**src/rtl/muldiv_pkg.sv**
```systemverilog
// RV32M multiply/divide shared definitions: widths, funct3 codes, FSM states.
// Latency: n/a (definitions only).
// Backpressure: n/a.
// Contents: XLEN/ITER constants, MD_MUL..MD_REMU codes, IDLE/CALC/DONE state
// encoding, the signed-overflow dividend pattern and a conditional-negate helper.
package muldiv_pkg;

    localparam int XLEN = 32;
    localparam int ITER = 32;

    localparam logic [4:0] LAST_ITER = 5'(ITER - 1);

    localparam logic [2:0] MD_MUL    = 3'b000;
    localparam logic [2:0] MD_MULH   = 3'b001;
    localparam logic [2:0] MD_MULHSU = 3'b010;
    localparam logic [2:0] MD_MULHU  = 3'b011;
    localparam logic [2:0] MD_DIV    = 3'b100;
    localparam logic [2:0] MD_DIVU   = 3'b101;
    localparam logic [2:0] MD_REM    = 3'b110;
    localparam logic [2:0] MD_REMU   = 3'b111;

    // Most negative dividend; DIV by -1 of this value overflows.
    localparam logic [XLEN-1:0] OVF_PATTERN = 32'h8000_0000;

    typedef enum logic [1:0] {
        ST_IDLE = 2'd0,
        ST_CALC = 2'd1,
        ST_DONE = 2'd2
    } md_state_e;

    // Two's-complement negate when n is set.
    function automatic logic [XLEN-1:0] neg_if(input logic n, input logic [XLEN-1:0] v);
        return n ? (~v + 1'b1) : v;
    endfunction

endpackage

```
**src/rtl/muldiv_if.sv**
```systemverilog
// Request/response bundle between the issuing pipeline and the muldiv unit.
// Latency: n/a (wires only).
// Backpressure: requester must hold off while MD_busy is high; starts then are dropped.
// master = pipeline side (drives start/operands), slave = muldiv unit side.
interface muldiv_if;

    logic                          MD_start;
    logic [2:0]                    MD_funct3;
    logic [muldiv_pkg::XLEN-1:0]   MD_rs1_data;
    logic [muldiv_pkg::XLEN-1:0]   MD_rs2_data;
    logic [4:0]                    MD_rd;

    logic                          MD_busy;
    logic                          MD_done;
    logic [muldiv_pkg::XLEN-1:0]   MD_result;
    logic [4:0]                    MD_rd_out;
    logic                          MD_write_enable;

    modport master (
        output MD_start, MD_funct3, MD_rs1_data, MD_rs2_data, MD_rd,
        input  MD_busy, MD_done, MD_result, MD_rd_out, MD_write_enable
    );

    modport slave (
        input  MD_start, MD_funct3, MD_rs1_data, MD_rs2_data, MD_rd,
        output MD_busy, MD_done, MD_result, MD_rd_out, MD_write_enable
    );

endinterface

```
**src/rtl/muldiv_shift_core.sv**
```systemverilog
// Unsigned radix-2 datapath: shift-add multiply / restoring shift-subtract divide.
// Latency: one iteration per step_i; 32 steps give the full result.
// Backpressure: none; the caller sequences load_i/step_i.
// Ports: clk_i, rst_i (sync, active-high), load_i, step_i, is_div_i, a_i
// (multiplicand/dividend), b_i (multiplier/divisor), hi_o/lo_o (product
// high/low, or remainder/quotient). Divide logic exists only with MULDIV_DIV_EN.
module muldiv_shift_core
    import muldiv_pkg::*;
(
    input  logic            clk_i,
    input  logic            rst_i,
    input  logic            load_i,
    input  logic            step_i,
    input  logic            is_div_i,
    input  logic [XLEN-1:0] a_i,
    input  logic [XLEN-1:0] b_i,
    output logic [XLEN-1:0] hi_o,
    output logic [XLEN-1:0] lo_o
);

    logic [XLEN-1:0] hi_q, hi_d;
    logic [XLEN-1:0] lo_q, lo_d;
    logic [XLEN-1:0] m_q, m_d;
    logic [XLEN:0]   add_sum;
`ifdef MULDIV_DIV_EN
    logic [XLEN:0]   shifted;
    logic [XLEN:0]   diff;
`else
    logic            unused_is_div;
    assign unused_is_div = is_div_i;
`endif

    always_comb begin
        hi_d = hi_q;
        lo_d = lo_q;
        m_d  = m_q;
        // Multiply: conditionally add the multiplicand into the high half,
        // keeping the carry so the right shift loses nothing.
        add_sum = lo_q[0] ? ({1'b0, hi_q} + {1'b0, m_q}) : {1'b0, hi_q};
`ifdef MULDIV_DIV_EN
        // Divide: partial remainder gains the next dividend bit; a clear
        // borrow bit means the divisor fits and the quotient bit is 1.
        shifted = {hi_q, lo_q[XLEN-1]};
        diff    = shifted - {1'b0, m_q};
`endif
        if (load_i) begin
            hi_d = '0;
`ifdef MULDIV_DIV_EN
            if (is_div_i) begin
                lo_d = a_i;
                m_d  = b_i;
            end else begin
                lo_d = b_i;
                m_d  = a_i;
            end
`else
            lo_d = b_i;
            m_d  = a_i;
`endif
        end else if (step_i) begin
`ifdef MULDIV_DIV_EN
            if (is_div_i) begin
                if (diff[XLEN]) begin
                    hi_d = shifted[XLEN-1:0];
                    lo_d = {lo_q[XLEN-2:0], 1'b0};
                end else begin
                    hi_d = diff[XLEN-1:0];
                    lo_d = {lo_q[XLEN-2:0], 1'b1};
                end
            end else begin
                {hi_d, lo_d} = {add_sum, lo_q[XLEN-1:1]};
            end
`else
            {hi_d, lo_d} = {add_sum, lo_q[XLEN-1:1]};
`endif
        end
    end

    always_ff @(posedge clk_i) begin
        if (rst_i) begin
            hi_q <= '0;
            lo_q <= '0;
            m_q  <= '0;
        end else begin
            hi_q <= hi_d;
            lo_q <= lo_d;
            m_q  <= m_d;
        end
    end

    assign hi_o = hi_q;
    assign lo_o = lo_q;

endmodule

```
**src/rtl/muldiv_unit.sv**
```systemverilog
// Iterative RV32M multiply/divide unit: FSM, sign handling, fast path, outputs.
// Latency: MD_done 33 cycles after an accepted start, 1 cycle on the fast path.
// Backpressure: MD_busy high in CALC/DONE; starts seen while busy are dropped.
// Ports: SYS_clk, SYS_reset (sync, active-high), md (muldiv_if.slave).
// Optional MULDIV_DIV_EN: present = DIV/DIVU/REM/REMU supported; absent = those
// codes complete on the fast path with result 0 and no register write.
module muldiv_unit
    import muldiv_pkg::*;
(
    input  logic    SYS_clk,
    input  logic    SYS_reset,
    muldiv_if.slave md
);

    md_state_e       state_q, state_d;
    logic [4:0]      cnt_q, cnt_d;
    logic            load, step, done_d;

    logic [2:0]      f3_q;
    logic            neg_a_q, neg_b_q, fast_q, legal_q;
    logic [XLEN-1:0] fast_res_q, result_q;
    logic [4:0]      rd_q;
    logic            done_q, we_q;

    // Start-edge decode of the live operands.
    logic [2:0]      f3;
    logic [XLEN-1:0] opa, opb, mag_a, mag_b, fast_val;
    logic            sgn_a, sgn_b, neg_a, neg_b, fast, legal;

    assign f3  = md.MD_funct3;
    assign opa = md.MD_rs1_data;
    assign opb = md.MD_rs2_data;

    // MUL only needs the low product half, which is sign-agnostic.
    assign sgn_a = (f3 == MD_MULH) || (f3 == MD_MULHSU) || (f3 == MD_DIV) || (f3 == MD_REM);
    assign sgn_b = (f3 == MD_MULH) || (f3 == MD_DIV) || (f3 == MD_REM);
    assign neg_a = sgn_a & opa[XLEN-1];
    assign neg_b = sgn_b & opb[XLEN-1];
    assign mag_a = neg_if(neg_a, opa);
    assign mag_b = neg_if(neg_b, opb);

`ifdef MULDIV_DIV_EN
    logic div_zero, div_ovf;
    assign div_zero = f3[2] & (opb == '0);
    assign div_ovf  = ((f3 == MD_DIV) || (f3 == MD_REM)) & (opa == OVF_PATTERN) & (opb == '1);
    assign fast     = div_zero | div_ovf;
    assign legal    = 1'b1;
    // f3[1] separates REM/REMU from DIV/DIVU.
    assign fast_val = div_zero ? (f3[1] ? opa : '1)
                               : (f3[1] ? '0  : OVF_PATTERN);
`else
    assign fast     = f3[2];
    assign legal    = ~f3[2];
    assign fast_val = '0;
`endif

    logic [XLEN-1:0] core_hi, core_lo;
    logic            core_is_div;

    // The operation kind comes from the live funct3 while loading and from the
    // latched copy while iterating.
    assign core_is_div = (state_q == ST_IDLE) ? f3[2] : f3_q[2];

    muldiv_shift_core u_core (
        .clk_i    (SYS_clk),
        .rst_i    (SYS_reset),
        .load_i   (load),
        .step_i   (step),
        .is_div_i (core_is_div),
        .a_i      (mag_a),
        .b_i      (mag_b),
        .hi_o     (core_hi),
        .lo_o     (core_lo)
    );

    // Sign restoration on the unsigned core result.
    logic [2*XLEN-1:0] prod, prod_s;
    logic [XLEN-1:0]   calc_res;

    assign prod   = {core_hi, core_lo};
    assign prod_s = (neg_a_q ^ neg_b_q) ? (~prod + 1'b1) : prod;

    always_comb begin
        calc_res = '0;
        case (f3_q)
            MD_MUL:                          calc_res = prod_s[XLEN-1:0];
            MD_MULH, MD_MULHSU, MD_MULHU:    calc_res = prod_s[2*XLEN-1:XLEN];
`ifdef MULDIV_DIV_EN
            MD_DIV:                          calc_res = neg_if(neg_a_q ^ neg_b_q, core_lo);
            MD_DIVU:                         calc_res = core_lo;
            MD_REM:                          calc_res = neg_if(neg_a_q, core_hi);
            MD_REMU:                         calc_res = core_hi;
`endif
            default:                         calc_res = '0;
        endcase
    end

    // FSM state register.
    always_ff @(posedge SYS_clk) begin
        if (SYS_reset) begin
            state_q <= ST_IDLE;
            cnt_q   <= '0;
        end else begin
            state_q <= state_d;
            cnt_q   <= cnt_d;
        end
    end

    // FSM next state and datapath strobes.
    always_comb begin
        state_d = state_q;
        cnt_d   = cnt_q;
        load    = 1'b0;
        step    = 1'b0;
        done_d  = 1'b0;
        case (state_q)
            ST_IDLE: begin
                if (md.MD_start) begin
                    load    = 1'b1;
                    cnt_d   = '0;
                    state_d = fast ? ST_DONE : ST_CALC;
                end
            end
            ST_CALC: begin
                step  = 1'b1;
                cnt_d = cnt_q + 5'd1;
                if (cnt_q == LAST_ITER) begin
                    state_d = ST_DONE;
                end
            end
            ST_DONE: begin
                done_d  = 1'b1;
                state_d = ST_IDLE;
            end
            default: state_d = ST_IDLE;
        endcase
    end

    // Operation context and registered outputs.
    always_ff @(posedge SYS_clk) begin
        if (SYS_reset) begin
            f3_q       <= '0;
            neg_a_q    <= 1'b0;
            neg_b_q    <= 1'b0;
            fast_q     <= 1'b0;
            legal_q    <= 1'b0;
            fast_res_q <= '0;
            rd_q       <= '0;
            result_q   <= '0;
            done_q     <= 1'b0;
            we_q       <= 1'b0;
        end else begin
            if ((state_q == ST_IDLE) && md.MD_start) begin
                f3_q       <= f3;
                neg_a_q    <= neg_a;
                neg_b_q    <= neg_b;
                fast_q     <= fast;
                legal_q    <= legal;
                fast_res_q <= fast_val;
                rd_q       <= md.MD_rd;
            end
            done_q <= done_d;
            we_q   <= done_d & legal_q;
            if (done_d) begin
                result_q <= fast_q ? fast_res_q : calc_res;
            end
        end
    end

    assign md.MD_busy         = (state_q != ST_IDLE);
    assign md.MD_done         = done_q;
    assign md.MD_result       = result_q;
    assign md.MD_rd_out       = rd_q;
    assign md.MD_write_enable = we_q;

endmodule

```
**src/flat_wrapper.sv**
```systemverilog
// flat-port wrapper written by rule: the top's interface ports become plain ports
module muldiv_unit_flat import muldiv_pkg::*;
  (SYS_clk, SYS_reset, md_MD_start, md_MD_funct3, md_MD_rs1_data, md_MD_rs2_data, md_MD_rd, md_MD_busy, md_MD_done, md_MD_result, md_MD_rd_out, md_MD_write_enable);
  muldiv_if md_i ();
  input  logic SYS_clk;
  input  logic SYS_reset;
  input wire logic [$bits(md_i.MD_start)-1:0] md_MD_start;
  input wire logic [$bits(md_i.MD_funct3)-1:0] md_MD_funct3;
  input wire logic [$bits(md_i.MD_rs1_data)-1:0] md_MD_rs1_data;
  input wire logic [$bits(md_i.MD_rs2_data)-1:0] md_MD_rs2_data;
  input wire logic [$bits(md_i.MD_rd)-1:0] md_MD_rd;
  output wire logic [$bits(md_i.MD_busy)-1:0] md_MD_busy;
  output wire logic [$bits(md_i.MD_done)-1:0] md_MD_done;
  output wire logic [$bits(md_i.MD_result)-1:0] md_MD_result;
  output wire logic [$bits(md_i.MD_rd_out)-1:0] md_MD_rd_out;
  output wire logic [$bits(md_i.MD_write_enable)-1:0] md_MD_write_enable;
  assign md_i.MD_start = md_MD_start;
  assign md_i.MD_funct3 = md_MD_funct3;
  assign md_i.MD_rs1_data = md_MD_rs1_data;
  assign md_i.MD_rs2_data = md_MD_rs2_data;
  assign md_i.MD_rd = md_MD_rd;
  assign md_MD_busy = md_i.MD_busy;
  assign md_MD_done = md_i.MD_done;
  assign md_MD_result = md_i.MD_result;
  assign md_MD_rd_out = md_i.MD_rd_out;
  assign md_MD_write_enable = md_i.MD_write_enable;
  muldiv_unit u_core (.SYS_clk(SYS_clk), .SYS_reset(SYS_reset), .md(md_i));
endmodule
```
**config.mk**
```make
export PLATFORM = sky130hd
export DESIGN_NAME = muldiv_unit_flat
export DESIGN_NICKNAME = d
export VERILOG_FILES = /design/src/rtl/muldiv_pkg.sv /design/src/rtl/muldiv_if.sv /design/src/rtl/muldiv_shift_core.sv /design/src/rtl/muldiv_unit.sv /design/src/flat_wrapper.sv
export SDC_FILE = /design/constraint.sdc
export NUM_CORES = 1
export LEC_CHECK = 0
export ABC_AREA = 1
export CELL_PAD_IN_SITES_DETAIL_PLACEMENT = 0
export CELL_PAD_IN_SITES_GLOBAL_PLACEMENT = 1
export CORE_MARGIN = 1.5
export CORE_UTILIZATION = 44
export DETAILED_ROUTE_END_ITERATION = 12
export GPL_ROUTABILITY_DRIVEN = 0
export PLACE_DENSITY_LB_ADDON = 0.1
export SLEW_MARGIN = 25
export SYNTH_ARGS = -nofsm -noshare
export SYNTH_HDL_FRONTEND = slang
export SYNTH_SLANG_ARGS = --single-unit
```
**constraint.sdc**
```tcl
create_clock -name SYS_clk -period 5.2 [get_ports SYS_clk]
set_input_delay 0.52 -clock SYS_clk [delete_from_list [all_inputs] [get_ports SYS_clk]]
set_output_delay 0.52 -clock SYS_clk [all_outputs]
set_load 0.02 [all_outputs]
```
==> impl_metrics.py, run 1 <==
metrics = {
    "detailed_routing": {
        "drtIter0Drc": 1357,
        "wl_um": 45500,
        "first_pass_iters": 6,
        "route.detailed.drc": 0,
        "via_per_inst": 5.51,
        "wl_per_cell_um": 17.6,
        "drtAntennaViolNets": 0,
        "vias": 14200,
    },
    "global_routing": {
        "grt_overflow": 0,
        "antenna_found_initial": 0,
        "grt_pass1_vias": 13100,
        "grt_max_degree": 95,
        "gr-usage-all-layers": 0.316,
        "grt_pass1_wl_um": 71100,
    },
    "setup_path": {
        "end_kind": "flop",
        "slowest_delay_ps": 1010,
        "critPathMaxFanout": 46,
        "crit_slowest_cell": "dfxtp_1",
        "required_ps": 5560,
        "cp_cell_sequence": "clkinv_4 > ha_1 > nand3_2 > nor2_2 > nand3_1 > nand2_2 > nand3_1 > nand2_1 > o21ai_1 > nand2_1 > a21oi_1",
        "crit_type": "reg -> reg",
        "setup.worst_path.start_class": "flop",
        "crit_arrival_ps": 3510,
    },
    "power": {
        "p_per_area_nw_per_um2": 264,
        "power_frac_clock": 0.332,
        "fin_total_pwr_mw": 3.79,
        "max-vdd-ir-drop_mv": 0.239,
        "pwr-share-seq": 0.351,
        "netSwitchingFraction": 0.402,
        "leakage_nw": 6.48,
        "comb_power_share": 0.317,
        "p_int_mw": 2.27,
        "p_sw_mw": 1.52,
    },
    "cells_and_area": {
        "fin_nets": 2304,
        "antenna_cells": 0,
        "area_delta_synth_final_pct": 15.6,
        "multi_input_area_um2": 8150,
        "fillCellCount": 3029,
        "layout-drive-gt1-share": 0.0554,
        "final_core_util": 0.517,
        "regArea_um2": 2960,
        "finalNonFillerCells": 2582,
    },
    "clock_tree": {
        "htreeDepth": 4,
        "holdBufCountCts": 0,
        "clk_pin_slew_worst_paths_ps": 70,
        "post-cts-setup-buffers": 0,
        "clock_sinks": 148,
        "cts_buffer_depth": 2,
        "cts_resized": 0,
        "worstSkewPairLatency_ps": 440,
        "cts_buffers": 17,
        "cts_tree": "yes",
        "clockRootBuffer": "clkbuf_16",
    },
    "timing": {
        "finalMaxSlewViolations": 0,
        "slew_headroom": 0.300,
        "skew_ps": 15.7,
        "setup_viol": 0,
        "grt_setup_unrepaired": "no",
        "min_period_over_period": 0.604,
        "hold_viol": 0,
        "finalSetupTns_ps": 0,
        "tightest_slew_ps": 1050,
        "fmax_ghz": 0.318,
        "period_minus_slack_ps": 3140,
    },
    "placed_design": {
        "portBuffers": 114,
        "dp.cells": 2550,
        "post-dp-hpwl_um": 35900,
    },
    "status": {
        "status": "completed",
    },
    "logic_synthesis": {
        "ys_ff_latch": 148,
        "synth_area_um2": 12400,
        "synthCells": 2121,
        "yosys_warnings": 0,
        "ys_seq_area_frac": 0.239,
        "synth.avg_cell_area_um2": 5.85,
        "yosysUniqueCellTypes": 61,
        "synth_nets": 2234,
    },
    "die": {
        "die_y_um": 171,
        "coreArea_um2": 27800,
        "io-pin-count": 115,
        "dieArea_um2": 29200,
        "die_w_um": 171,
        "fp-row-count": 61,
        "start_util": 0.447,
    },
    "worst_hold_path": {
        "hp-class": "in -> reg",
    },
    "run": {
        "cap_violations": 0,
    },
}
## cell type report
class / count / share of cell area
multi-input cells: 1649 / 0.568
flip-flops and latches: 148 / 0.206
repair buffers: 122 / 0.0834
inverters: 253 / 0.0671
well taps: 378 / 0.0330
clock buffers: 17 / 0.0296
clock inverters: 15 / 0.0127
## cell usage after synthesis (all sizes together)
| library cell | instances | area share |
|---|---|---|
| a22o | 7 | 0.0049 |
| o21a | 1 | 0.00060 |
| a31oi | 5 | 0.0025 |
| nand3b | 6 | 0.0036 |
| o21bai | 10 | 0.0063 |
| o31a | 1 | 0.00071 |
| clkinv | 1 | 0.00071 |
| o21ai | 166 | 0.068 |
| o2111ai | 1 | 0.00071 |
| a21boi | 8 | 0.0048 |
| o211ai | 11 | 0.0075 |
| nand4 | 27 | 0.014 |
| dfxtp | 148 | 0.24 |
| nor2 | 249 | 0.081 |
| or2 | 6 | 0.0030 |
| inv | 252 | 0.077 |
| fa | 1 | 0.0016 |
| nor4 | 3 | 0.0015 |
| nor3 | 25 | 0.014 |
| buf | 32 | 0.017 |
| o31ai | 1 | 0.00060 |
| o22ai | 7 | 0.0035 |
| xnor2 | 3 | 0.0021 |
| clkbuf | 39 | 0.012 |
| xor2 | 37 | 0.026 |
| nand3 | 195 | 0.083 |
| a21oi | 193 | 0.079 |
| a221oi | 8 | 0.0061 |
| and3 | 2 | 0.0010 |
| and2 | 2 | 0.0010 |
| a32oi | 1 | 0.00071 |
| ha | 37 | 0.037 |
| nor3b | 4 | 0.0028 |
| nand2 | 626 | 0.19 |
| a32o | 6 | 0.0048 |
## flip-flops by register name (all words and copies together), names as in the netlist
signal	cells
u_core.u_core.hi_o	32
u_core.state_q	2
u_core.legal_q	1
u_core.md.MD_rd_out	5
u_core.fast_q	1
u_core.neg_a_q	1
u_core.md.MD_done	1
u_core.u_core.lo_o	32
u_core.neg_b_q	1
u_core.md.MD_result	32
u_core.f3_q	2
u_core.cnt_q	5
u_core.md.MD_write_enable	1
u_core.u_core.m_q	32
## metal layers
layer	vias to the layer above	track usage	wire, µm	share of wire
met5	-	0	0	0
met4	0	0.162	2280	0.050
met3	126	0.0472	2750	0.060
met2	529	0.515	20500	0.45
met1	6468	0.405	20000	0.44
li1	7094	-	-	-
## path summary, 6_finish.rpt
| kind | slack [ps] | startpoint | to | cells past startpoint |
|---|---|---|---|---|
| setup / recovery | 2060 | u_core.u_core.lo_o[0] | u_core.md.MD_result[4] | 11 |
| hold / removal | 450 | SYS_reset | u_core.state_q[0] | 2 |
| setup reg to reg | 2060 | u_core.u_core.lo_o[0] | u_core.md.MD_result[4] | 11 |
| hold reg to reg | 470 | u_core.md.MD_result[9] | u_core.md.MD_result[9] | 2 |
## through the flow
stage          worst slack, ps  cell area [µm²]  hold WS [ps]
3_5_place_dp              1980            13700           458
3_3_place_gp              2000            13700           452
4_1_cts                   2120            14400           440
5_1_grt                   1830            14400           456
2_1_floorplan             3180            12400           424
6_report                  2060            14400           449
## placed cells by master (no fill, tap or decap), types with 17 or more instances in the layout
master	count
nand4_1	27
dfxtp_1	148
clkbuf_16	17
nor2_1	232
clkdlybuf4s50_1	113
ha_1	37
nor3_1	20
a21oi_1	187
xor2_1	37
nand2_1	613
nand3_1	186
o21ai_1	21
inv_1	237
o21ai_0	140
## power by group through the flow
| stage | combinational (mW) | sequential [mW] | clock, mW |
|---|---|---|---|
| finish | 1.20 | 1.33 | 1.26 |
| global route | 1.33 | 1.34 | 1.32 |
| CTS | 1.18 | 1.33 | 1.27 |
| detailed placement | 1.18 | 1.35 | 0 |
| global placement | 1.17 | 1.35 | 0 |
| floorplan | 0.793 | 1.33 | 0 |
## logic make-up after synthesis
logic type,Yosys count,share of synthesized area
compound gates,426,0.192
fa+ha+maj,38,0.0389
xor+xnor,40,0.0282
flops,148,0.239
simple gates,1145,0.397
buf+inv,324,0.106
## critical path, delay by kind of cell, from the launching register on
kind | cells | cell delay, ps
flip-flops | 1 | 1010
AND/OR/NAND/NOR | 7 | 700
buffers and inverters | 1 | 580
adder cells (fa/ha/maj) | 1 | 450
AO/OA/AOI/OAI | 2 | 310
(Power assumes the default switching activity.)
==> inputs of run 2 (changes only) <==
--- a/config.mk
+++ b/config.mk
@@ -9,7 +9,7 @@
 export CELL_PAD_IN_SITES_DETAIL_PLACEMENT = 0
 export CELL_PAD_IN_SITES_GLOBAL_PLACEMENT = 1
 export CORE_MARGIN = 1.5
-export CORE_UTILIZATION = 44
+export CORE_UTILIZATION = 37
 export DETAILED_ROUTE_END_ITERATION = 12
 export GPL_ROUTABILITY_DRIVEN = 0
 export PLACE_DENSITY_LB_ADDON = 0.1
==> constraint.sdc (replaced) <==
create_clock -name SYS_clk -period 2.8 [get_ports SYS_clk]
set_input_delay 0.28 -clock SYS_clk [delete_from_list [all_inputs] [get_ports SYS_clk]]
set_output_delay 0.28 -clock SYS_clk [all_outputs]
set_load 0.02 [all_outputs]
==> impl_metrics.py, run 2 (synthesized netlist as in run 1, its figures left out) <==
metrics = {
    "detailed_routing": {
        "drtAntennaViolNets": 0,
        "wl_um": 47700,
        "first_pass_iters": 5,
        "vias": 14100,
        "drtIter0Drc": 990,
        "route.detailed.drc": 0,
        "wl_per_cell_um": 17.9,
        "via_per_inst": 5.28,
    },
    "setup_path": {
        "slowest_delay_ps": 340,
        "crit_type": "reg -> reg",
        "reg2reg_to": "u_core.md.MD_result[3]",
        "crit_arrival_ps": 2650,
        "rrSetupSlack_ps": 470,
        "crit_family": "simple AND/OR/NAND/NOR gates",
        "r2r_cells": 12,
        "required_ps": 3120,
        "timing.rr.start": "u_core.u_core.lo_o[15]",
        "cp_num_buf_inv": 0,
        "cpMostUsedCell": "nand2_1",
        "crit_slowest_cell": "dfxtp_1",
        "setup.worst_path.start_class": "flop",
        "end_kind": "flop",
        "cp_cell_sequence": "nor2_1 > nand2_1 > nor2_1 > nand2_1 > nor2_1 > nand2_1 > nand2_1 > nand2_1 > nand3_1 > nand2_1 > nand2_1 > a21oi_1",
        "critPathMaxFanout": 4,
    },
    "cells_and_area": {
        "antenna_cells": 0,
        "fillCellCount": 3659,
        "final_common_cell": "nand2_1",
        "fin_area_um2": 14600,
        "area_delta_synth_final_pct": 17.5,
        "mostFrequentLayoutCells": "613 x nand2_1, 237 x inv_1, 232 x nor2_1",
        "fin_nets": 2325,
        "layout-drive-gt1-share": 0.0643,
    },
    "power": {
        "p_per_area_nw_per_um2": 486,
        "max-vdd-ir-drop_mv": 0.458,
        "power_frac_clock": 0.326,
        "p_int_mw": 4.32,
        "leakage_nw": 6.60,
        "p_sw_mw": 2.77,
        "comb_power_share": 0.329,
        "pwr-share-seq": 0.345,
        "netSwitchingFraction": 0.391,
    },
    "timing": {
        "period_minus_slack_ps": 2330,
        "hold_viol": 0,
        "finalMaxSlewViolations": 0,
        "grt_setup_unrepaired": "no",
        "tightest_slew_ps": 1030,
        "setup_viol": 0,
        "finalSetupTns_ps": 0,
        "fmax_ghz": 0.429,
        "skew_ps": 13.3,
        "slew_headroom": 0.312,
        "min_period_over_period": 0.832,
    },
    "placed_design": {
        "post-dp-hpwl_um": 37900,
        "portBuffers": 114,
        "place_area_um2": 14000,
    },
    "die": {
        "die_w_um": 186,
        "dieArea_um2": 34700,
        "fp-row-count": 66,
        "io-pin-count": 115,
        "coreArea_um2": 32800,
        "die_y_um": 186,
        "start_util": 0.379,
    },
    "worst_hold_path": {
        "hold_path_end": "u_core.u_core.m_q[26]",
        "hp-start": "SYS_reset",
        "min_path_cells": 4,
        "hp-class": "in -> reg",
    },
    "global_routing": {
        "antenna_found_initial": 1,
        "grt_pass1_vias": 13100,
        "gr-usage-all-layers": 0.281,
        "grt_max_degree": 50,
        "grt_pass1_wl_um": 73900,
        "grt_overflow": 0,
    },
    "clock_tree": {
        "cts_buffer_depth": 2,
        "post-cts-setup-buffers": 0,
        "cts_buffers": 17,
        "clk_pin_slew_worst_paths_ps": 70,
        "clock_sinks": 148,
        "htreeDepth": 4,
        "holdBufCountCts": 0,
        "cts_tree": "yes",
        "worstSkewPairLatency_ps": 460,
        "cts_resized": 0,
        "clockRootBuffer": "clkbuf_16",
    },
    "status": {
        "status": "completed",
    },
    "run": {
        "cap_violations": 0,
    },
}
-- run 2: cell count changes in the layout (fill, tap and decap cells not counted) --
cell        before  now
clkbuf_8         0    1
clkinv_4         1    4
inv_6            6    8
bufinv_16        0    1
clkinvlp_4       1    0
inv_8            3    1
buf_4            8   26
clkinv_2         0    2
buf_12           0    3
clkinv_8         6    0
-- run 2: final cells by class --
| class | instances | area, µm² | share of cell area |
|---|---|---|---|
| Clock buffer | 18 | 439 | 0.0301 |
| Multi-Input combinational cell | 1649 | 8150 | 0.558 |
| Tap cell | 442 | 553 | 0.0379 |
| Timing Repair Buffer | 143 | 1390 | 0.0953 |
| Sequential cell | 148 | 2960 | 0.203 |
| Clock inverter | 14 | 139 | 0.00952 |
| Inverter | 253 | 962 | 0.0659 |
-- run 2: layer usage --
| layer | vias up | share of wire | global-route usage |
|---|---|---|---|
| met5 | - | 0.00040 | 0 |
| met4 | 2 | 0.037 | 0.113 |
| met3 | 77 | 0.047 | 0.0352 |
| met2 | 437 | 0.46 | 0.469 |
| met1 | 6458 | 0.45 | 0.368 |
| li1 | 7121 | - | - |
-- run 2: metrics by stage --
| stage | utilization | hold slack (ps) | setup WS [ps] | cells | power (mW) |
|---|---|---|---|---|---|
| 2_1_floorplan | - | 385 | 779 | 2121 | 3.94 |
| 3_3_place_gp | 0.428 | 451 | 550 | 2635 | 4.79 |
| 3_5_place_dp | 0.428 | 456 | 485 | 2635 | 4.79 |
| 4_1_cts | 0.445 | 171 | 560 | 2667 | 7.11 |
| 5_1_grt | 0.445 | 231 | 331 | 2667 | 7.49 |
| 6_report | 0.445 | 192 | 471 | 2667 | 7.09 |
-- run 2: worst max-delay path by stage --
stage	start	endpoint	slack, ps	depth (start not counted)
final	u_core.u_core.lo_o[15]	u_core.md.MD_result[3]	470	12
after global routing	u_core.u_core.hi_o[13]	u_core.u_core.hi_o[26]	330	13
after CTS	u_core.u_core.lo_o[15]	u_core.md.MD_result[3]	560	12
after detailed placement	md_MD_funct3[2]	u_core.u_core.lo_o[11]	480	11
after global placement	md_MD_funct3[2]	u_core.u_core.lo_o[11]	550	11
after floorplan	u_core.u_core.lo_o[0]	u_core.md.MD_result[10]	780	16
-- run 2: tightest hold or removal path, cell delays in order --
cell	delay [ps]
buf_2	170
nor2_1	70
nand2_1	60
inv_1	30
-- run 2: power by group through the flow --
stage / sequential [mW] / clock, mW / combinational, mW
4_1_cts: 2.45 / 2.36 / 2.30
2_1_floorplan: 2.46 / 0 / 1.47
3_3_place_gp: 2.49 / 0 / 2.30
3_5_place_dp: 2.49 / 0 / 2.30
6_report: 2.45 / 2.31 / 2.33
5_1_grt: 2.46 / 2.46 / 2.56
